**src/rtl/mem_arbiter.sv**
```systemverilog
// mem_arbiter: two-port arbiter in front of the single synchronous-read
// memory of the multicycle core. Port 0 (CPU datapath) has fixed priority.
// Port 1 (loader/debug) is forced through after MAX_WAIT lost arbitrations.
// Each transaction occupies two cycles: ACCESS (gnt + memory strobe), then
// RESPOND (done + read data).
// Optional build macro MEM_ARB_STATS_EN adds saturating 16-bit per-port
// grant counters on ports stat_gnt0 / stat_gnt1.
module mem_arbiter #(
    parameter int ADDR_W   = 32,
    parameter int DATA_W   = 32,
    parameter int MAX_WAIT = 4
) (
    input  logic              clk,
    input  logic              reset,

    input  logic              p0_req,
    input  logic              p0_we,
    input  logic [ADDR_W-1:0] p0_addr,
    input  logic [DATA_W-1:0] p0_wdata,
    output logic              p0_gnt,
    output logic              p0_done,
    output logic [DATA_W-1:0] p0_rdata,

    input  logic              p1_req,
    input  logic              p1_we,
    input  logic [ADDR_W-1:0] p1_addr,
    input  logic [DATA_W-1:0] p1_wdata,
    output logic              p1_gnt,
    output logic              p1_done,
    output logic [DATA_W-1:0] p1_rdata,

    output logic              mem_en,
    output logic              mem_we,
    output logic [ADDR_W-1:0] mem_addr,
    output logic [DATA_W-1:0] mem_wdata,
    input  logic [DATA_W-1:0] mem_rdata,

    output logic              busy
`ifdef MEM_ARB_STATS_EN
    ,
    output logic [15:0]       stat_gnt0,
    output logic [15:0]       stat_gnt1
`endif
);

    typedef enum logic [1:0] {
        IDLE    = 2'd0,
        ACCESS  = 2'd1,
        RESPOND = 2'd2
    } state_t;

    localparam int                CNT_W      = $clog2(MAX_WAIT + 1);
    localparam logic [CNT_W-1:0]  WAIT_LIMIT = CNT_W'(MAX_WAIT);

    state_t            state;
    logic              owner;      // 0 = port 0, 1 = port 1
    logic              owner_we;   // latched direction of the in-flight access
    logic [CNT_W-1:0]  wait_cnt;   // consecutive arbitrations port 1 has lost
    logic [DATA_W-1:0] rdata_q0;
    logic [DATA_W-1:0] rdata_q1;

    logic any_req;
    logic pick1;
    logic resp_read;

    // Arbitration decision: port 0 wins ties unless port 1 has starved long enough
    always_comb begin
        // NOTE: every always_comb output gets a value on entry, so no path can infer a latch.
        any_req   = p0_req | p1_req;
        pick1     = p1_req & (~p0_req | (wait_cnt == WAIT_LIMIT));
        resp_read = (state == RESPOND) & ~owner_we;
    end

    // Main FSM with registered grant/done/memory strobes and starvation counter
    always_ff @(posedge clk or negedge reset) begin
        // NOTE: state uses non-blocking assignments so every register samples pre-edge values.
        if (!reset) begin
            state     <= IDLE;
            owner     <= 1'b0;
            owner_we  <= 1'b0;
            wait_cnt  <= '0;
            busy      <= 1'b0;
            mem_en    <= 1'b0;
            mem_we    <= 1'b0;
            mem_addr  <= '0;
            mem_wdata <= '0;
            p0_gnt    <= 1'b0;
            p1_gnt    <= 1'b0;
            p0_done   <= 1'b0;
            p1_done   <= 1'b0;
        end else begin
            // Pulses default low; only the cycle that needs them raises them.
            p0_gnt  <= 1'b0;
            p1_gnt  <= 1'b0;
            p0_done <= 1'b0;
            p1_done <= 1'b0;
            mem_en  <= 1'b0;
            mem_we  <= 1'b0;

            case (state)
                IDLE, RESPOND: begin
                    if (any_req) begin
                        state  <= ACCESS;
                        busy   <= 1'b1;
                        owner  <= pick1;
                        mem_en <= 1'b1;
                        if (pick1) begin
                            owner_we  <= p1_we;
                            mem_we    <= p1_we;
                            mem_addr  <= p1_addr;
                            mem_wdata <= p1_wdata;
                            p1_gnt    <= 1'b1;
                            wait_cnt  <= '0;
                        end else begin
                            owner_we  <= p0_we;
                            mem_we    <= p0_we;
                            mem_addr  <= p0_addr;
                            mem_wdata <= p0_wdata;
                            p0_gnt    <= 1'b1;
                            if (p1_req && (wait_cnt != WAIT_LIMIT))
                                wait_cnt <= wait_cnt + CNT_W'(1);
                        end
                    end else begin
                        state <= IDLE;
                        busy  <= 1'b0;
                    end
                end

                ACCESS: begin
                    state <= RESPOND;
                    busy  <= 1'b1;
                    if (owner) p1_done <= 1'b1;
                    else       p0_done <= 1'b1;
                end

                default: begin
                    state <= IDLE;
                    busy  <= 1'b0;
                end
            endcase
        end
    end

    // Hold the owner's read data after its done pulse, until its next read completes
    always_ff @(posedge clk or negedge reset) begin
        if (!reset) begin
            rdata_q0 <= '0;
            rdata_q1 <= '0;
        end else if (resp_read) begin
            if (owner) rdata_q1 <= mem_rdata;
            else       rdata_q0 <= mem_rdata;
        end
    end

    // Memory data arrives during RESPOND, so pass it through in that cycle
    // to make it valid alongside done; the holding register covers later cycles.
    always_comb begin
        p0_rdata = rdata_q0;
        p1_rdata = rdata_q1;
        if (resp_read) begin
            if (owner) p1_rdata = mem_rdata;
            else       p0_rdata = mem_rdata;
        end
    end

`ifdef MEM_ARB_STATS_EN
    // Saturating per-port grant counters
    always_ff @(posedge clk or negedge reset) begin
        if (!reset) begin
            stat_gnt0 <= '0;
            stat_gnt1 <= '0;
        end else begin
            if (p0_gnt && (stat_gnt0 != 16'hFFFF)) stat_gnt0 <= stat_gnt0 + 16'd1;
            if (p1_gnt && (stat_gnt1 != 16'hFFFF)) stat_gnt1 <= stat_gnt1 + 16'd1;
        end
    end
`endif

endmodule

```
**config.mk**
```make
export PLATFORM = sky130hd
export DESIGN_NAME = mem_arbiter
export DESIGN_NICKNAME = d
export VERILOG_FILES = /design/src/rtl/mem_arbiter.sv
export SDC_FILE = /design/constraint.sdc
export NUM_CORES = 1
export LEC_CHECK = 0
export CAP_MARGIN = 30
export CORE_ASPECT_RATIO = 0.7
export CORE_UTILIZATION = 43
export CTS_CLUSTER_DIAMETER = 30
export DETAILED_ROUTE_END_ITERATION = 10
export GPL_TIMING_DRIVEN = 0
export PLACE_DENSITY = 0.82
export SLEW_MARGIN = 20
export SYNTH_ARGS = -nofsm -noshare
export SYNTH_HDL_FRONTEND = slang
export SYNTH_SLANG_ARGS = --single-unit
```
**constraint.sdc**
```tcl
create_clock -name clk -period 3.95 [get_ports clk]
set_input_delay 0.395 -clock clk [delete_from_list [all_inputs] [get_ports clk]]
set_output_delay 0.395 -clock clk [all_outputs]
set_load 0.005 [all_outputs]
```
==> results.tsv <==
metric	value	unit
status	complete, no violations	
arrival	2.46	ns
wl_per_cell	19.90	um
clock-sinks	142	
period_share	72.38	%
slew_headroom	57.59	%
cts-root-buf	clkbuf_16	
firstDrtPassIters	4	
worst_pin_slew	0.6349	ns
initial_core_util	45.18	%
skew	0.01444	ns
wl_met1	7.387	mm
drv_slew	0	
die_width	140.2	um
design.core.area	12720	um2
hpwl	13.11	mm
grt_usage	26.64	%
syn2layout_area_growth	67.25	%
pre_cts_ws	1.521	ns
synth_area_per_cell	14.40	um2
design_power_total	0.005799	W
h-tree-depth	4	
critical_path.max_fanout	10	
yosys-top-cells-count	dfrtp_1, a221o_1, and2_1	
start_kind	flip-flop	
n_antenna_cell	0	
row_count	34	
required	3.56	ns
synth_most_common_cell	dfrtp_1	
netlist_instances	399	
synth_edf_count	0	
setup_ws	1.091	ns
cts_resized	0	
cts_tree	built	
clock_latency	0.41	ns
drt_iter0_markers	179	
top_layer	met4	
clk_path_buf_depth	2	
synth.top_cell.area_share	61.83	%
fp.dieH	98.72	um
end_kind	output port	
cts_made_buffers	17	
synthArstFlopShare	100.0	%
drcViolationCount	0	
reg2regPathDepth	7	
antenna_found_initial	0	
ys_seq_area_share	61.83	%
synth.area.top_cells	dfrtp_1, a221o_1, mux2_2	
setup_tns	0	ns
grt_pass1_vias	5043	
hold_viol_final	0	
place_inst	862	
boundaryPins	301	
syn_nets	567	
utilization	75.57	%
finalNonFillerCells	895	
fin_crit	2.859	ns
drive_gt1_share	15.14	%
r2r_end	mem_addr[20]	
ant_nets	0	
grt_pass1_wl	27.92	mm
clock.fmax	349.8	MHz
setup_viol	0	
gr-total-overflow	0	
path_class	reg2out	
r2r_slack	2.11	ns
io_buffers	300	
powerDensity	603.3	nW/um2
syn_area	5747	um2
layout.nets	888	
dr_wl_met2	8.733	mm
globalplace.congestion	0.8335	
grt_max_degree	98	
rsz0062_at_grt	false	
peakVddDrop	0.2791	mV
synth-seq-cells	142	
vias_per_cell	5.208	
synth_top_area_cell	dfrtp_1	
maxCapViolations	0	
synth_warnings	0	
p_leak	4.092	nW
totalWireLength	17.81	mm
hp-class	in2async	
dieArea	13840	um2
ys_types	28	
clkTransAtPathRegs	0.06	ns
vias	4661	
synth_ff_type	dfrtp_1	
setup.worst_path.start	state[0]	
wl_met3	1.335	mm
rr_startpoint	wait_cnt[0]	
-- stage by stage --
stage               hold WS [ns]  instance area [um2]
global route              0.5019                 9612
floorplan                0.09941                 5747
global placement          0.4638                 8952
detailed placement        0.3178                 8985
CTS                       0.4818                 9612
finish                    0.4683                 9612
-- logic make-up after synthesis --
| logic type | after synthesis | synth area share, % |
|---|---|---|
| AOI/OAI and AO/OA | 75 | 12.41 |
| adders and majority gates | 2 | 0.4354 |
| muxes | 64 | 12.54 |
| and+or+nand+nor | 79 | 8.796 |
| DFF | 142 | 61.83 |
| buffers and inverters | 37 | 3.984 |
-- where the power goes --
group	leakage, nW	switching [W]	internal, W
Combinational	2.06	0.000696	0.00135
Clock	0.289	0.000621	0.00103
Sequential	1.75	0.000176	0.00193
Total	4.09	0.00149	0.00431
-- flip-flops by register name, indices dropped and copies added (netlist names) --
| name | cells |
|---|---|
| mem_we | 1 |
| p1_gnt | 1 |
| mem_addr | 32 |
| p0_gnt | 1 |
| owner | 1 |
| p1_done | 1 |
| mem_wdata | 32 |
| rdata_q1 | 32 |
| owner_we | 1 |
| state | 2 |
| p0_done | 1 |
| rdata_q0 | 32 |
| wait_cnt | 3 |
| mem_en | 1 |
| busy | 1 |
-- final cells by class --
class | instances | area (um2)
repair buffers | 302 | 3045
inverters | 9 | 33.78
multi-input cells | 220 | 1964
fillers | 815 | 3108
plain buffers | 28 | 195.2
well taps | 162 | 202.7
clock inverters | 12 | 160.2
flip-flops and latches | 142 | 3553
clock buffers | 20 | 456.7
-- routing by layer --
| layer | global-route usage (%) | up-vias |
|---|---|---|
| met5 | 0 | - |
| met4 | 8.115 | 0 |
| met3 | 8.989 | 25 |
| li1 | - | 2108 |
| met2 | 45.04 | 194 |
| met1 | 32.40 | 2334 |
-- worst max-delay path: stages, from the launching register on --
cell and delay, ns:
dfrtp_1 0.47, nor4b_4 0.47, buf_4 0.27, mux2_2 0.37, clkdlybuf4s50_1 0.49
-- worst max-delay path by stage --
stage	end	slack [ns]	cells after the start
floorplan	p0_rdata[10]	2.18	3
global placement	rdata_q1[12]	-2.95	1
detailed placement	p0_rdata[3]	1.52	4
CTS	p0_rdata[3]	1.05	4
global route	p0_rdata[24]	0.97	4
finish	p0_rdata[24]	1.09	4
-- timing repair --
item                                   in CTS  in global routing
endpoints found under the hold margin      45                  0
hold buffers                                1                  0
setup buffers                               0                  0
-- cell usage in the layout (no fill, tap or decap), types with 2 or more instances in the layout --
cell type and instances:
a21oi_1 2, a221o_1 64, and2_0 3, and2_1 62, buf_2 9, buf_4 3, buf_6 9, bufinv_16 3
clkbuf_1 8, clkbuf_16 17, clkbuf_8 2, clkdlybuf4s50_1 299, clkinv_4 2, clkinvlp_4 4, dfrtp_1 142, ha_1 2
inv_1 9, inv_6 2, mux2_1 12, mux2_2 52, nand2_1 5, nand3b_1 2, nor2_1 2, o21ai_0 3
Note: power is estimated with default switching activity, not from simulation.
